**src/rtl/alu_wb_stage.sv**
```systemverilog
// Execute-to-writeback stage: registers ALU results into a 2-entry writeback FIFO
// and maintains the architectural compare flags and the sticky overflow flag.
`ifndef WORD_SIZE
`define WORD_SIZE 16
`endif
`ifndef ADD
`define ADD 5'd0
`endif
`ifndef SUB
`define SUB 5'd1
`endif
`ifndef CMP
`define CMP 5'd2
`endif

module alu_wb_stage #(
    parameter int DATA_W = `WORD_SIZE,
    parameter int RD_W   = 3
) (
    input  logic              clk,
    input  logic              rst,
    input  logic              in_valid,
    output logic              in_ready,
    input  logic [4:0]        opcode,
    input  logic [RD_W-1:0]   rd,
    input  logic [DATA_W-1:0] alu_c,
    input  logic              alu_overflow,
    input  logic [1:0]        alu_comp_flag,
    input  logic              trap_en,
    input  logic              flag_clr,
    output logic              out_valid,
    input  logic              out_ready,
    output logic [RD_W-1:0]   out_rd,
    output logic [DATA_W-1:0] out_data,
    output logic              cmp_eq,
    output logic              cmp_gt,
    output logic              ovf_sticky,
    output logic              ovf_trap
);

    localparam int ENTRY_W = RD_W + DATA_W;

    logic [ENTRY_W-1:0] mem_q [2];
    logic               wr_ptr_q, wr_ptr_d;
    logic               rd_ptr_q, rd_ptr_d;
    logic [1:0]         count_q, count_d;
    logic               cmp_eq_q, cmp_eq_d;
    logic               cmp_gt_q, cmp_gt_d;
    logic               sticky_q, sticky_d;
    logic               trap_q, trap_d;

    logic acc, pop, push, is_addsub, is_cmp, ovf_hit, trap_hit;

    // Overflow and compare inputs are only meaningful for their own opcodes,
    // so they are masked by the decoded accept before touching any state.
    always_comb begin
        acc       = in_valid & in_ready;
        pop       = out_valid & out_ready;
        is_addsub = acc & ((opcode == `ADD) | (opcode == `SUB));
        is_cmp    = acc & (opcode == `CMP);
        ovf_hit   = is_addsub & alu_overflow;
        trap_hit  = ovf_hit & trap_en;
        push      = is_addsub & ~trap_hit;
    end

    always_comb begin
        wr_ptr_d = wr_ptr_q;
        rd_ptr_d = rd_ptr_q;
        count_d  = count_q;
        cmp_eq_d = cmp_eq_q;
        cmp_gt_d = cmp_gt_q;
        sticky_d = sticky_q;
        trap_d   = trap_hit;
        if (push) wr_ptr_d = ~wr_ptr_q;
        if (pop)  rd_ptr_d = ~rd_ptr_q;
        count_d = count_q + {1'b0, push} - {1'b0, pop};
        if (is_cmp) begin
            cmp_eq_d = alu_comp_flag[0];
            cmp_gt_d = alu_comp_flag[1];
        end
        // A setting overflow beats a same-cycle clear.
        if (ovf_hit)       sticky_d = 1'b1;
        else if (flag_clr) sticky_d = 1'b0;
    end

    always_ff @(posedge clk) begin
        if (rst) begin
            wr_ptr_q <= 1'b0;
            rd_ptr_q <= 1'b0;
            count_q  <= 2'd0;
            cmp_eq_q <= 1'b0;
            cmp_gt_q <= 1'b0;
            sticky_q <= 1'b0;
            trap_q   <= 1'b0;
        end else begin
            wr_ptr_q <= wr_ptr_d;
            rd_ptr_q <= rd_ptr_d;
            count_q  <= count_d;
            cmp_eq_q <= cmp_eq_d;
            cmp_gt_q <= cmp_gt_d;
            sticky_q <= sticky_d;
            trap_q   <= trap_d;
        end
    end

    // Payload storage needs no reset; it is only observed while out_valid is high.
    always_ff @(posedge clk) begin
        if (push) mem_q[wr_ptr_q] <= {rd, alu_c};
    end

    assign in_ready   = (count_q < 2'd2);
    assign out_valid  = (count_q != 2'd0);
    assign out_rd     = mem_q[rd_ptr_q][ENTRY_W-1:DATA_W];
    assign out_data   = mem_q[rd_ptr_q][DATA_W-1:0];
    assign cmp_eq     = cmp_eq_q;
    assign cmp_gt     = cmp_gt_q;
    assign ovf_sticky = sticky_q;
    assign ovf_trap   = trap_q;

endmodule

```
**config.mk**
```make
export PLATFORM = sky130hd
export DESIGN_NAME = alu_wb_stage
export DESIGN_NICKNAME = d
export VERILOG_FILES = /design/src/rtl/alu_wb_stage.sv
export SDC_FILE = /design/constraint.sdc
export NUM_CORES = 1
export LEC_CHECK = 0
export CAP_MARGIN = 25
export CORE_UTILIZATION = 49
export CTS_CLUSTER_SIZE = 16
export DETAILED_ROUTE_END_ITERATION = 12
export PLACE_DENSITY_LB_ADDON = 0.15
export RECOVER_POWER = 100
export SYNTH_ARGS = -nofsm -noshare
export SYNTH_HDL_FRONTEND = slang
export SYNTH_SLANG_ARGS = --single-unit
export TNS_END_PERCENT = 10
```
**constraint.sdc**
```tcl
create_clock -name clk -period 3.73 [get_ports clk]
set_input_delay 0.373 -clock clk [delete_from_list [all_inputs] [get_ports clk]]
set_output_delay 0.373 -clock clk [all_outputs]
set_load 0.02 [all_outputs]
```
==> impl_metrics.yaml, run 1 <==
cells_and_area:
  final_area_sq_um: 2490
  finalNonFillerCells: 213
  layout_common_cells: "dlygate4sd3_1, edfxtp_1, mux2_2, clkdlybuf4s50_1, dfxtp_1"
  multi_input_area_sq_um: 445
  layout_commonest_cell: "dlygate4sd3_1"
  drive_above_1_share_pct: 17.4
  layout.nets: 201
  area_delta_synth_final_pct: 37.3
  n_antenna_cell: 0
  post-route-util_pct: 72.4
  final-seq-area_sq_um: 1320
  fillers: 249
placed_design:
  placed_area_sq_um: 2430
  dp_slack_ns: 1.26
  gp_congestion: 0.667
  place_hpwl_microns: 2120
  place_inst: 205
  io_buffers: 57
clock_network:
  postCtsSetupBuffers: 0
  ctsResizeCount: 0
  cts_root_buf: "clkbuf_8"
  clk_latency_ns: 0.28
  cts_tree: "done"
  clkTransAtPathRegs_ns: 0.08
  cts.sinks: 47
  cts_buffers: 5
  cts_hold_repair.buffers: 0
  cts_htree_levels: 2
  clockBufferDepth: 2
synthesis:
  synthFlopType: "edfxtp_1"
  synth_area_leaders: "edfxtp_1, mux2_2, dfxtp_1, nand2b_1, nor2_1"
  synth_nets: 140
  synth.top_cell.area_share_pct: 62.9
  synth_top_area_cell: "edfxtp_1"
  yosysUniqueCellTypes: 24
  seq_area_frac_synth_pct: 72.8
  yosys_warnings: 0
  async_flop_share_pct: 0
  synth_seq_cells: 47
  netlist_area_sq_um: 1810
  synth-edff-count: 38
  syn_avg_cell_area_sq_um: 17.3
  syn_inst: 105
power_and_ir_drop:
  power_density_nw_per_um2: 514
  power.switching_uw: 353
  power_mw: 1.28
  comb_power_share_pct: 28.5
  p_leak_nw: 0.863
  irDropWorstVdd_v: 0.000325
  swShare_pct: 27.6
  pwr-share-clk_pct: 21.8
  power.internal_uw: 927
  pwr-share-seq_pct: 49.6
critical_path:
  crit_family: "simple AND/OR/NAND/NOR gates"
  ff2ff_setup_slack_ns: 1.06
  timing.critical_path.arrival_ns: 2.81
  crit_fanout: 19
  crit_path_end_kind: "flop"
  worst_setup_path_start_kind: "input pin"
  critPathSlowestCell: "nor2_1"
  path_cells: "dlygate4sd3_1 > nor3b_1 > nand3_4 > nor2_1"
  critPathBufInv: 1
  worst-setup-path-type: "input pin to flop"
  worstPathRequired_ns: 3.62
  slowest_delay_ns: 1.20
global_routing:
  track_usage_pct: 17.1
  grt.overflow.total: 0
  grt_pass1_wl_microns: 5120
  grt_pass1_vias: 1165
  antenna_found_initial: 0
  grt_max_degree: 20
sta:
  timing.setup.tns_ns: 0
  timing.final.crit_period_ns: 2.92
  setup_slack_ns: 0.812
  max_slew_margin_pct: -4.76
  finalMaxSlewViolations: 40
  rsz0062_at_grt: "no"
  finClkSkew_ns: 0.00446
  setup_viol: 0
  max_freq_mhz: 343
  hold-worst-slack_ns: 0.482
  final-hold-violation-count: 0
  finalCritPeriodShare_pct: 78.2
  worst_pin_slew_ns: 1.57
routing:
  first_pass_iters: 4
  routed_wl_microns: 2940
  vias_per_cell: 4.92
  drc: 0
  postRouteAntennaNets: 0
  route.vias.total: 1049
  drtIter0Drc: 29
  wire_per_inst_microns: 13.8
min_path:
  hold_class: "flop to flop"
die:
  die_x_microns: 62.9
  rows: 21
  start_util_pct: 52.7
  ios: 58
  die_h_microns: 62.9
  core_area_sq_um: 3440
  dieArea_sq_um: 3950
job:
  max_cap_viol_count: 2
run_status:
  violations: "capacitance limit, slew limit"
  status: "finished, violations left"
## cell families (layout without fill, tap and decap cells)
family,after synthesis,in the layout,share of synthesized area (%)
fa+ha+maj,2,2,1.38
flops,47,47,72.8
compound gates,2,2,0.758
xor+xnor,3,3,1.45
simple gates,23,23,8.35
buf+inv,6,68,1.52
mux,22,22,13.7
## path summary, 6_finish.rpt
path | from | end | depth (start not counted)
setup reg to reg | count_q[1] | mem_q[1][14] | 3
hold reg to reg | cmp_gt | cmp_gt | 2
hold / removal | cmp_gt | cmp_gt | 2
setup / recovery | in_valid | mem_q[1][14] | 4
## state kept, by name, summed over array words and instances (netlist names), named ones only
| name | count |
|---|---|
| ovf_trap | 1 |
| count_q | 2 |
| rd_ptr_q | 1 |
| wr_ptr_q | 1 |
| cmp_eq | 1 |
| mem_q | 38 |
| ovf_sticky | 1 |
| cmp_gt | 1 |
## cell usage after synthesis (2+ instances only)
cell,count
nand2_1,2
xnor2_1,3
mux2i_1,2
mux2_2,19
nor2_1,8
nand2b_1,5
edfxtp_1,38
ha_1,2
inv_1,3
dfxtp_1,9
## per-layer routing
metal	part of all wire, %	track usage (%)	vias to the layer above
li1	-	-	508
met1	41	19.5	494
met2	52	30.6	42
met3	5.4	4.38	5
met4	1.2	6.69	0
met5	0	0	-
## worst reg2reg max path: cells and delay by family, from the launching register on
| family | cells | cell delay [ns] |
|---|---|---|
| simple gates | 3 | 1.93 |
| flops | 1 | 0.34 |
## power by group through the flow
stage	registers, mW	clock network [mW]	logic [mW]
3_3_place_gp	0.649	0	0.394
6_report	0.635	0.279	0.365
2_1_floorplan	0.615	0	0.261
3_5_place_dp	0.651	0	0.400
4_1_cts	0.639	0.289	0.403
5_1_grt	0.643	0.305	0.393
## area by class of cell
type	count	area share, %
well taps	46	2.31
flip-flops and latches	47	53.0
repair buffers	57	22.9
multi-input cells	52	17.9
clock buffers	6	2.91
clock inverters	2	0.502
inverters	3	0.452
Power figures use the tool's default switching activity.
==> run 2, diff against run 1 <==
--- a/config.mk
+++ b/config.mk
@@ -6,7 +6,7 @@
 export NUM_CORES = 1
 export LEC_CHECK = 0
 export CAP_MARGIN = 25
-export CORE_UTILIZATION = 49
+export CORE_UTILIZATION = 41
 export CTS_CLUSTER_SIZE = 16
 export DETAILED_ROUTE_END_ITERATION = 12
 export PLACE_DENSITY_LB_ADDON = 0.15
==> constraint.sdc (replaced) <==
create_clock -name clk -period 2.4 [get_ports clk]
set_input_delay 0.24 -clock clk [delete_from_list [all_inputs] [get_ports clk]]
set_output_delay 0.24 -clock clk [all_outputs]
set_load 0.02 [all_outputs]
==> run 2 against run 1 <==
Compared with the run above:
- first-iteration DRC count is 6.9% lower
- critical path type unchanged
- non-clock buffer count grew 5
- count of clock-buffer cells in the layout rose by 1
- the flow now finishes without violations
- sequential share of layout area down 0.79 points
- sequential cell count did not move
- setup slack got worse by 0.56 ns
- via count fell by 0.95%
- clock skew is 0.0014 ns lower
- largest cell class unchanged
- largest power group unchanged
==> impl_metrics.yaml, run 2 (synthesis results as in run 1) <==
run_status:
  status: "finished clean"
sta:
  rsz0062_at_grt: "no"
  setup_slack_ns: 0.250
  hold-worst-slack_ns: 0.472
  timing.setup.tns_ns: 0
  final-hold-violation-count: 0
  worst_pin_slew_ns: 0.666
  finalCritPeriodShare_pct: 89.6
  setup_viol: 0
  timing.final.crit_period_ns: 2.15
  max_freq_mhz: 465
  max_slew_margin_pct: 55.6
  finalMaxSlewViolations: 0
  finClkSkew_ns: 0.00308
clock_network:
  cts_tree: "done"
  cts_root_buf: "clkbuf_8"
  clockBufferDepth: 2
  postCtsSetupBuffers: 0
  clkTransAtPathRegs_ns: 0.08
  cts.sinks: 47
  clk_latency_ns: 0.29
  ctsResizeCount: 0
  cts_htree_levels: 2
  cts_hold_repair.buffers: 0
  cts_buffers: 5
critical_path:
  worst-setup-path-type: "input pin to flop"
  worstPathRequired_ns: 2.33
  timing.critical_path.arrival_ns: 2.08
  worst_setup_path_start_kind: "input pin"
  crit_fanout: 11
  crit_path_end_kind: "flop"
placed_design:
  gp_congestion: 0.620
  io_buffers: 57
  dp_slack_ns: 0.264
  place_hpwl_microns: 2140
cells_and_area:
  multi_input_area_sq_um: 445
  reg_top3: "mem_q: 38 flops, count_q: 2 flops"
  post-route-util_pct: 61.4
  drive_above_1_share_pct: 18.6
  regMostFlops: "mem_q"
  layout_commonest_cell: "dlygate4sd3_1"
  largest_reg_flops: 38
  layout_common_cells: "dlygate4sd3_1, edfxtp_1, mux2_2, clkdlybuf4s50_1, dfxtp_1"
  n_antenna_cell: 0
  layout.nets: 206
  final-seq-area_sq_um: 1320
  fillers: 304
  area_delta_synth_final_pct: 39.4
global_routing:
  antenna_found_initial: 0
  grt.overflow.total: 0
  grt_pass1_vias: 1081
  grt_max_degree: 20
  track_usage_pct: 14.2
  grt_pass1_wl_microns: 4620
routing:
  vias_per_cell: 4.68
  first_pass_iters: 4
  wire_per_inst_microns: 13.7
  drc: 0
  route.vias.total: 1039
  drtIter0Drc: 27
  postRouteAntennaNets: 0
  routed_wl_microns: 3030
power_and_ir_drop:
  irDropWorstVdd_v: 0.000525
  p_leak_nw: 0.882
  power_density_nw_per_um2: 806
die:
  core_area_sq_um: 4120
  ios: 58
  dieArea_sq_um: 4690
  start_util_pct: 44.1
  rows: 23
  die_h_microns: 68.5
  die_x_microns: 68.5
job:
  max_cap_viol_count: 0
min_path:
  hold_class: "flop to flop"
-- run 2: changes by cell type in the layout (fill, tap and decap cells not counted), sizes merged --
cell / delta
clkinv: -1
clkbuf: +4
dlygate4sd3: -2
buf: +2
clkdlybuf4s50: +2
-- run 2: layout make-up --
cell class	instances	area share, %
clock buffers	7	3.41
clock inverters	1	0.198
inverters	3	0.445
multi-input cells	52	17.6
flip-flops and latches	47	52.3
well taps	50	2.47
repair buffers	62	23.6
-- run 2: per-stage QoR --
stage | area [sq um] | std cells | total power, mW
6_report | 2530 | 222 | 2.04
2_1_floorplan | 1810 | 105 | 1.36
3_3_place_gp | 2470 | 214 | 1.63
4_1_cts | 2560 | 222 | 2.12
5_1_grt | 2530 | 222 | 2.14
3_5_place_dp | 2470 | 214 | 1.64
-- run 2: layer usage --
layer	vias to the layer above	GRT usage [%]	wire, microns	share of wire [%]
met5	-	0	0	0
met4	0	7.03	57	1.9
met3	5	5.59	184	6.1
met2	33	24.4	1530	51
met1	486	15.2	1260	41
li1	515	-	-	-
-- run 2: final timing paths --
kind	start	to	slack, ns	cells after the start
max	in_valid	mem_q[0][14]	0.25	5
min	ovf_sticky	ovf_sticky	0.47	2
max reg2reg	count_q[1]	mem_q[0][14]	0.29	4
min reg2reg	ovf_sticky	ovf_sticky	0.47	2
-- run 2: power breakdown --
group          switching [mW]  leakage, nW  internal, mW  total (mW)
Sequential             0.0202        0.415         0.917       0.937
Clock                   0.246       0.0482         0.232       0.478
Combinational           0.295        0.419         0.328       0.623
-- run 2: worst max-delay path, cell delays in order --
cell and delay, ns:
clkdlybuf4s50_1 0.45, nor3b_1 0.55, nand3_4 0.16, nor2_1 0.15, clkbuf_1 0.53
